==> src/rtl/multicycle_alu_pkg.sv <==
// -----------------------------------------------------------------------------
// multicycle_alu_pkg
// Shared definitions for the multi-cycle ALU: operand width, iteration count,
// ALUcont operation codes, FSM state encoding and a small decode helper.
// -----------------------------------------------------------------------------
package multicycle_alu_pkg;

    localparam int WIDTH      = 32;
    localparam int ITER_COUNT = 32;
    localparam int CNT_W      = $clog2(ITER_COUNT);

    localparam logic [3:0] ALU_AND = 4'h0;
    localparam logic [3:0] ALU_OR  = 4'h1;
    localparam logic [3:0] ALU_ADD = 4'h2;
    localparam logic [3:0] ALU_MUL = 4'h3;
    localparam logic [3:0] ALU_DIV = 4'h4;
    localparam logic [3:0] ALU_SUB = 4'h6;

    typedef enum logic [1:0] {
        IDLE = 2'd0,
        ITER = 2'd1,
        DONE = 2'd2
    } state_t;

    // MUL always iterates; DIV iterates only when the divisor is non-zero,
    // otherwise it takes the single-cycle divide-by-zero path.
    function automatic logic is_iter_op(input logic [3:0] op, input logic b_nonzero);
        logic iter;
        case (op)
            ALU_MUL: iter = 1'b1;
            ALU_DIV: iter = b_nonzero;
            default: iter = 1'b0;
        endcase
        return iter;
    endfunction

endpackage

==> src/rtl/multicycle_alu_muldiv_iter.sv <==
// -----------------------------------------------------------------------------
// muldiv_iter
// Iterative datapath shared by MUL (shift-add) and DIV (restoring division).
// One bit is processed per i_step cycle; after ITER_COUNT steps the pair
// {o_hi, o_lo} holds {high product, low product} or {remainder, quotient}.
//
// Ports
//   clk, rst   : clock, asynchronous active-high reset
//   i_load     : capture operands and clear the iteration counter
//   i_is_div   : 1 = divide, 0 = multiply (captured on i_load)
//   i_a, i_b   : operands (A = multiplicand/dividend, B = multiplier/divisor)
//   i_step     : perform one iteration
//   o_last     : counter is on its final iteration
//   o_lo, o_hi : working registers / final result
// -----------------------------------------------------------------------------
module muldiv_iter
    import multicycle_alu_pkg::*;
#(
    parameter int W = WIDTH
) (
    input  logic         clk,
    input  logic         rst,
    input  logic         i_load,
    input  logic         i_is_div,
    input  logic [W-1:0] i_a,
    input  logic [W-1:0] i_b,
    input  logic         i_step,
    output logic         o_last,
    output logic [W-1:0] o_lo,
    output logic [W-1:0] o_hi
);

    logic [W-1:0]     r_hi;
    logic [W-1:0]     r_lo;
    logic [W-1:0]     r_m;
    logic             r_is_div;
    logic [CNT_W-1:0] r_cnt;

    logic [W:0]       w_sum;
    logic [W:0]       w_rem_sh;
    logic [W:0]       w_diff;
    logic [W-1:0]     w_hi_nxt;
    logic [W-1:0]     w_lo_nxt;

    // Single iteration step for either operation.
    always_comb begin
        w_sum    = {1'b0, r_hi} + (r_lo[0] ? {1'b0, r_m} : {(W+1){1'b0}});
        w_rem_sh = {r_hi, r_lo[W-1]};
        w_diff   = w_rem_sh - {1'b0, r_m};
        w_hi_nxt = r_hi;
        w_lo_nxt = r_lo;
        if (r_is_div) begin
            // Restoring division: a borrow (MSB set) means the trial subtract
            // failed, so keep the shifted remainder and shift in a 0.
            if (!w_diff[W]) begin
                w_hi_nxt = w_diff[W-1:0];
                w_lo_nxt = {r_lo[W-2:0], 1'b1};
            end else begin
                w_hi_nxt = w_rem_sh[W-1:0];
                w_lo_nxt = {r_lo[W-2:0], 1'b0};
            end
        end else begin
            // Shift-add: the carry out of the partial sum enters hi's MSB,
            // and the sum's LSB becomes the next product bit in lo.
            w_hi_nxt = w_sum[W:1];
            w_lo_nxt = {w_sum[0], r_lo[W-1:1]};
        end
    end

    // Working registers and iteration counter.
    always_ff @(posedge clk or posedge rst) begin
        if (rst) begin
            r_hi     <= '0;
            r_lo     <= '0;
            r_m      <= '0;
            r_is_div <= 1'b0;
            r_cnt    <= '0;
        end else if (i_load) begin
            r_hi     <= '0;
            r_lo     <= i_is_div ? i_a : i_b;
            r_m      <= i_is_div ? i_b : i_a;
            r_is_div <= i_is_div;
            r_cnt    <= '0;
        end else if (i_step) begin
            r_hi  <= w_hi_nxt;
            r_lo  <= w_lo_nxt;
            r_cnt <= r_cnt + CNT_W'(1);
        end
    end

    assign o_last = (r_cnt == CNT_W'(ITER_COUNT - 1));
    assign o_lo   = r_lo;
    assign o_hi   = r_hi;

endmodule

==> src/rtl/multicycle_alu.sv <==
// -----------------------------------------------------------------------------
// multicycle_alu
// ALU with single-cycle AND/OR/ADD/SUB and iterative 32-cycle MUL/DIV.
// Single-cycle ops complete on the edge after accept without leaving IDLE;
// MUL/DIV go IDLE -> ITER (32 steps) -> DONE and complete on the 33rd edge.
//
// Ports
//   clk, rst : clock, asynchronous active-high reset
//   start    : operation request, accepted when busy=0
//   ALUcont  : operation code (see multicycle_alu_pkg)
//   A, B     : operands
//   result   : primary result (low product / quotient)
//   hi       : secondary result (high product / remainder, else 0)
//   zero     : result == 0
//   busy     : MUL/DIV in progress
//   done     : one-cycle pulse when result/hi/zero/div_zero update
//   div_zero : completed op was DIV with B == 0
// -----------------------------------------------------------------------------
module multicycle_alu
    import multicycle_alu_pkg::*;
#(
    parameter int WIDTH = multicycle_alu_pkg::WIDTH
) (
    input  logic             clk,
    input  logic             rst,
    input  logic             start,
    input  logic [3:0]       ALUcont,
    input  logic [WIDTH-1:0] A,
    input  logic [WIDTH-1:0] B,
    output logic [WIDTH-1:0] result,
    output logic [WIDTH-1:0] hi,
    output logic             zero,
    output logic             busy,
    output logic             done,
    output logic             div_zero
);

    state_t           r_state;
    state_t           w_next;

    logic             r_pend;
    logic [3:0]       r_op;
    logic [WIDTH-1:0] r_a;
    logic [WIDTH-1:0] r_b;

    logic [WIDTH-1:0] r_result;
    logic [WIDTH-1:0] r_hi;
    logic             r_zero;
    logic             r_busy;
    logic             r_done;
    logic             r_div_zero;

    logic             w_accept;
    logic             w_iter;
    logic             w_load;
    logic             w_step;
    logic             w_last;
    logic [WIDTH-1:0] w_md_lo;
    logic [WIDTH-1:0] w_md_hi;

    logic [WIDTH-1:0] w_sc_result;
    logic [WIDTH-1:0] w_sc_hi;
    logic             w_sc_div_zero;

    assign w_accept = start & ~r_busy;
    assign w_iter   = is_iter_op(ALUcont, (B != '0));
    assign w_load   = w_accept & w_iter;
    assign w_step   = (r_state == ITER);

    muldiv_iter #(
        .W(WIDTH)
    ) u_muldiv_iter (
        .clk      (clk),
        .rst      (rst),
        .i_load   (w_load),
        .i_is_div (ALUcont == ALU_DIV),
        .i_a      (A),
        .i_b      (B),
        .i_step   (w_step),
        .o_last   (w_last),
        .o_lo     (w_md_lo),
        .o_hi     (w_md_hi)
    );

    // FSM state register.
    always_ff @(posedge clk or posedge rst) begin
        if (rst) begin
            r_state <= IDLE;
        end else begin
            r_state <= w_next;
        end
    end

    // FSM next-state logic.
    always_comb begin
        w_next = r_state;
        case (r_state)
            IDLE: begin
                if (w_load) begin
                    w_next = ITER;
                end else begin
                    w_next = IDLE;
                end
            end
            ITER: begin
                if (w_last) begin
                    w_next = DONE;
                end else begin
                    w_next = ITER;
                end
            end
            DONE:    w_next = IDLE;
            default: w_next = IDLE;
        endcase
    end

    // Latch the accepted single-cycle operation for completion on the next edge.
    always_ff @(posedge clk or posedge rst) begin
        if (rst) begin
            r_pend <= 1'b0;
            r_op   <= 4'h0;
            r_a    <= '0;
            r_b    <= '0;
        end else if (w_accept) begin
            r_pend <= ~w_iter;
            r_op   <= ALUcont;
            r_a    <= A;
            r_b    <= B;
        end else begin
            r_pend <= 1'b0;
        end
    end

    // Single-cycle result from the latched operands.
    always_comb begin
        w_sc_result   = '0;
        w_sc_hi       = '0;
        w_sc_div_zero = 1'b0;
        case (r_op)
            ALU_AND: w_sc_result = r_a & r_b;
            ALU_OR:  w_sc_result = r_a | r_b;
            ALU_ADD: w_sc_result = r_a + r_b;
            ALU_SUB: w_sc_result = r_a - r_b;
            ALU_DIV: begin
                // Only reachable with B == 0: saturated quotient, dividend as remainder.
                w_sc_result   = {WIDTH{1'b1}};
                w_sc_hi       = r_a;
                w_sc_div_zero = 1'b1;
            end
            default: begin
                w_sc_result = '0;
                w_sc_hi     = '0;
            end
        endcase
    end

    // Output registers; they only change on a completion edge.
    always_ff @(posedge clk or posedge rst) begin
        if (rst) begin
            r_result   <= '0;
            r_hi       <= '0;
            r_zero     <= 1'b0;
            r_done     <= 1'b0;
            r_div_zero <= 1'b0;
        end else if (r_state == DONE) begin
            r_result   <= w_md_lo;
            r_hi       <= w_md_hi;
            r_zero     <= (w_md_lo == '0);
            r_done     <= 1'b1;
            r_div_zero <= 1'b0;
        end else if (r_pend) begin
            r_result   <= w_sc_result;
            r_hi       <= w_sc_hi;
            r_zero     <= (w_sc_result == '0);
            r_done     <= 1'b1;
            r_div_zero <= w_sc_div_zero;
        end else begin
            r_done <= 1'b0;
        end
    end

    // Busy spans from accept of an iterative op until its completion edge.
    always_ff @(posedge clk or posedge rst) begin
        if (rst) begin
            r_busy <= 1'b0;
        end else if (w_load) begin
            r_busy <= 1'b1;
        end else if (r_state == DONE) begin
            r_busy <= 1'b0;
        end
    end

    assign result   = r_result;
    assign hi       = r_hi;
    assign zero     = r_zero;
    assign busy     = r_busy;
    assign done     = r_done;
    assign div_zero = r_div_zero;

endmodule

==> config.mk <==
export PLATFORM = sky130hd
export DESIGN_NAME = multicycle_alu
export DESIGN_NICKNAME = d
export VERILOG_FILES = /design/src/rtl/multicycle_alu_pkg.sv /design/src/rtl/multicycle_alu_muldiv_iter.sv /design/src/rtl/multicycle_alu.sv
export SDC_FILE = /design/constraint.sdc
export NUM_CORES = 1
export LEC_CHECK = 0
export ABC_AREA = 1
export CAP_MARGIN = 20
export CORE_ASPECT_RATIO = 0.75
export CORE_MARGIN = 10
export CORE_UTILIZATION = 38
export DETAILED_ROUTE_END_ITERATION = 8
export GPL_TIMING_DRIVEN = 0
export PLACE_DENSITY = 0.57
export SETUP_SLACK_MARGIN = 0.02
export SLEW_MARGIN = 20
export SYNTH_ARGS = -nofsm -noshare
export SYNTH_HDL_FRONTEND = slang
export SYNTH_SLANG_ARGS = --single-unit
==> constraint.sdc <==
create_clock -name clk -period 10.45 [get_ports clk]
set_input_delay 2.6125 -clock clk [delete_from_list [all_inputs] [get_ports clk]]
set_output_delay 2.6125 -clock clk [all_outputs]
set_load 0.005 [all_outputs]
==> flow_summary.toml <==
[power_and_ir_drop]
p_total_mw = 7.39
p_leak_nw = 11.4
ir_worst_vdd_uv = 167
p_per_area_nw_per_um2 = 327

[placed_design]
dp_hpwl_mm = 79.5
gp_congestion = 0.996
io_buffers = 138
dp_cells = 3748

[logic_synthesis]
yosysTopAreaCell = "dfrtp_1"
synth-edff-count = 0
ys_seq_area_share_pct = 30.9
syn_inst = 2951
netlist_top_cells_count = "nand2_1 (833), inv_1 (458), o21ai_0 (251), dfrtp_1 (241), nor2_1 (197)"
syn_nets = 3125
ys_ff_latch = 241
synth.top_cells.by_area = "dfrtp_1 (31%), nand2_1 (16%), inv_1 (8.8%)"
ys_async_sr_fraction_pct = 100
yosysWarnings = 0
syn_area_um2 = 19500
avgSynthCellArea_um2 = 6.60
post-synth-top-count-cell = "nand2_1"
synthDistinctLibCells = 58
synth_top_area_share_pct = 30.9
synth_top_flop_cell = "dfrtp_1"

[global_routing]
grt_use_total_pct = 30.5
globalRouteOverflowTotal = 0
grt_pass1_wl_mm = 137
grt_pass1_vias = 20000
grt_max_degree = 94
antenna_found_initial = 1

[setup_path]
critPathMostFrequentCell = "nand2_1"
critPathLaunchType = "register"
cp-end-kind = "register"
crit_path_end = "zero"
crit_buf_inv = 5
slowest_delay_ns = 0.64
r2r-end = "zero"
regToRegStartpoint = "r_op[0]"
crit_cells = 26
crit_arrival_ns = 6.07
slowest_stage = "clkbuf_1"
setup.worst_path.class = "register to register"
reg2regPathDepth = 26
cpLargestDelayFamily = "simple AND/OR/NAND/NOR gates"
critPathMaxFanout = 10
required_ns = 10.93
crit_start = "r_op[0]"
r2r_slack_ns = 4.86

[routing]
detail_route.vias_per_cell = 5.73
drt_iter0_markers = 2954
drc = 0
drt_first_pass_iters = 6
route.met3.wl_mm = 14.6
highest_layer = "met4"
wl_per_cell_um = 25.2
wl_mm = 95.6
ant_nets = 0
via_count = 21700
wl_met1_mm = 45.1
wl_met2_mm = 34.4

[die]
core-area_um2 = 50500
rows = 71
initial_core_util_pct = 38.6
num_io_pins = 139
die_w_um = 282
die_h_um = 216
dieArea_um2 = 60800

[clock_tree]
cts_made_buffers = 26
clk_latency_ns = 0.56
ctsRootBufferMaster = "clkbuf_16"
cts_hold_buf = 0
cts_max_level = 1
clock_sinks = 241
clk_pin_slew_worst_paths_ns = 0.07
cts.path.max_buffers = 3
cts_setup_buffers = 0
post_cts_resized = 0
cts_tree = "yes"

[layout]
stdcell_count = 3793
layout-drive-gt1-share_pct = 3.83
n_fill_cell = 5383
fin_nets = 3294
multiInputGateArea_um2 = 11200
utilization_pct = 44.8
area_growth_pct = 15.9
register_area_um2 = 6030

[sta]
hold_viol_final = 0
timing.slew.headroom_pct = 21.2
tightest_slew_ns = 1.17
fmax_ghz = 0.179
clock_skew_ns = 0.0175
rsz0062_at_grt = "false"
finalCriticalPeriod_ns = 5.59
setup_violations = 0
final-max-slew-violation-count = 0
min_period_over_period_pct = 53.5
timing.setup.tns_ns = 0

[outcome]
outcome = "completed"

[run]
cap_violations = 0

[min_path]
hold_path_class = "register to register"
-- worst min-delay path, cell delays in order, from the launching register on --
cell	delay [ns]
dfrtp_1	0.34
nand2_1	0.05
nand2_1	0.06
-- routing by layer --
metal	up-vias	global-route usage (%)
met2	1234	38.1
met5	-	0
met4	0	4.48
met3	90	14.9
met1	10400	46.0
li1	10000	-
-- cells in the final DEF, fill, tap and decap left out, types with 7 or more instances in the layout --
cell	synthesis	layout
o221ai_1	28	28
a21o_1	13	13
nand3_1	184	184
nand2_2	9	9
nand2_1	833	833
nor2_1	197	197
clkbuf_1	67	72
clkbuf_16	0	27
clkdlybuf4s50_1	0	138
o21ai_1	15	15
o21ai_0	251	251
dfrtp_1	241	241
inv_1	458	457
o21bai_1	11	11
xor2_1	49	49
o211ai_1	97	97
nand3b_1	8	8
buf_2	26	26
nor4_1	14	14
buf_1	8	8
nand4_1	31	31
a211oi_1	7	7
a311oi_1	11	11
xnor2_1	15	15
a21oi_1	152	152
ha_1	100	100
a31oi_1	23	23
nor3_1	28	28
-- metrics by stage --
step / area [µm²] / hold WS (ns) / setup slack, ns
floorplan: 19500 / 0.472 / 1.22
global placement: 21700 / 0.481 / -2.30
detailed placement: 21800 / 0.475 / 4.51
CTS: 22600 / 0.498 / 5.03
global route: 22600 / 0.521 / 4.72
finish: 22600 / 0.487 / 4.86
-- how the worst min path moves through the flow --
stage	start	to	slack, ns	cells after the start
floorplan	u_muldiv_iter.r_cnt[4]	u_muldiv_iter.r_cnt[4]	0.47	1
global placement	result[30]	result[30]	0.48	2
detailed placement	div_zero	div_zero	0.47	2
CTS	div_zero	div_zero	0.50	2
global route	div_zero	div_zero	0.52	2
finish	div_zero	div_zero	0.49	2
-- cell type report --
type | count | area share (%)
multi-input combinational | 2133 | 49.6
sequential | 241 | 26.7
inverter | 465 | 7.76
timing repair buffer | 141 | 6.41
tap | 657 | 3.64
clock buffer | 36 | 3.32
buffer | 112 | 2.25
clock inverter | 7 | 0.316
antenna | 1 | 0.0111
-- state kept, by name, summed over array words and instances (netlist names), 2 cells and up --
name                 flops
r_a                     32
r_b                     32
u_muldiv_iter.o_lo      32
result                  32
u_muldiv_iter.o_hi      32
u_muldiv_iter.r_m       32
u_muldiv_iter.r_cnt      5
r_op                     4
hi                      32
r_state                  2
-- report_power, final --
part	total, mW	switching [mW]	internal, mW	leakage (nW)
Clock	0.939	0.416	0.523	0.394
Sequential	1.73	0.439	1.29	3.04
Combinational	4.73	3.16	1.56	8.00
Total	7.39	4.02	3.37	11.4
-- cell families (layout without fill, tap and decap cells) --
kind of cell,count (synthesis),after routing,share of synthesized area (%)
XOR/XNOR,64,64,2.88
AND/OR/NAND/NOR,1335,1335,28.8
AO/OA/AOI/OAI,630,630,19.1
multiplexers,1,1,0.0514
buffers and inverters,577,761,11.6
other,0,1,0
adder cells (fa/ha/maj),103,103,6.73
flip-flops,241,241,30.9
No activity file was read; power rests on OpenSTA's default activity.
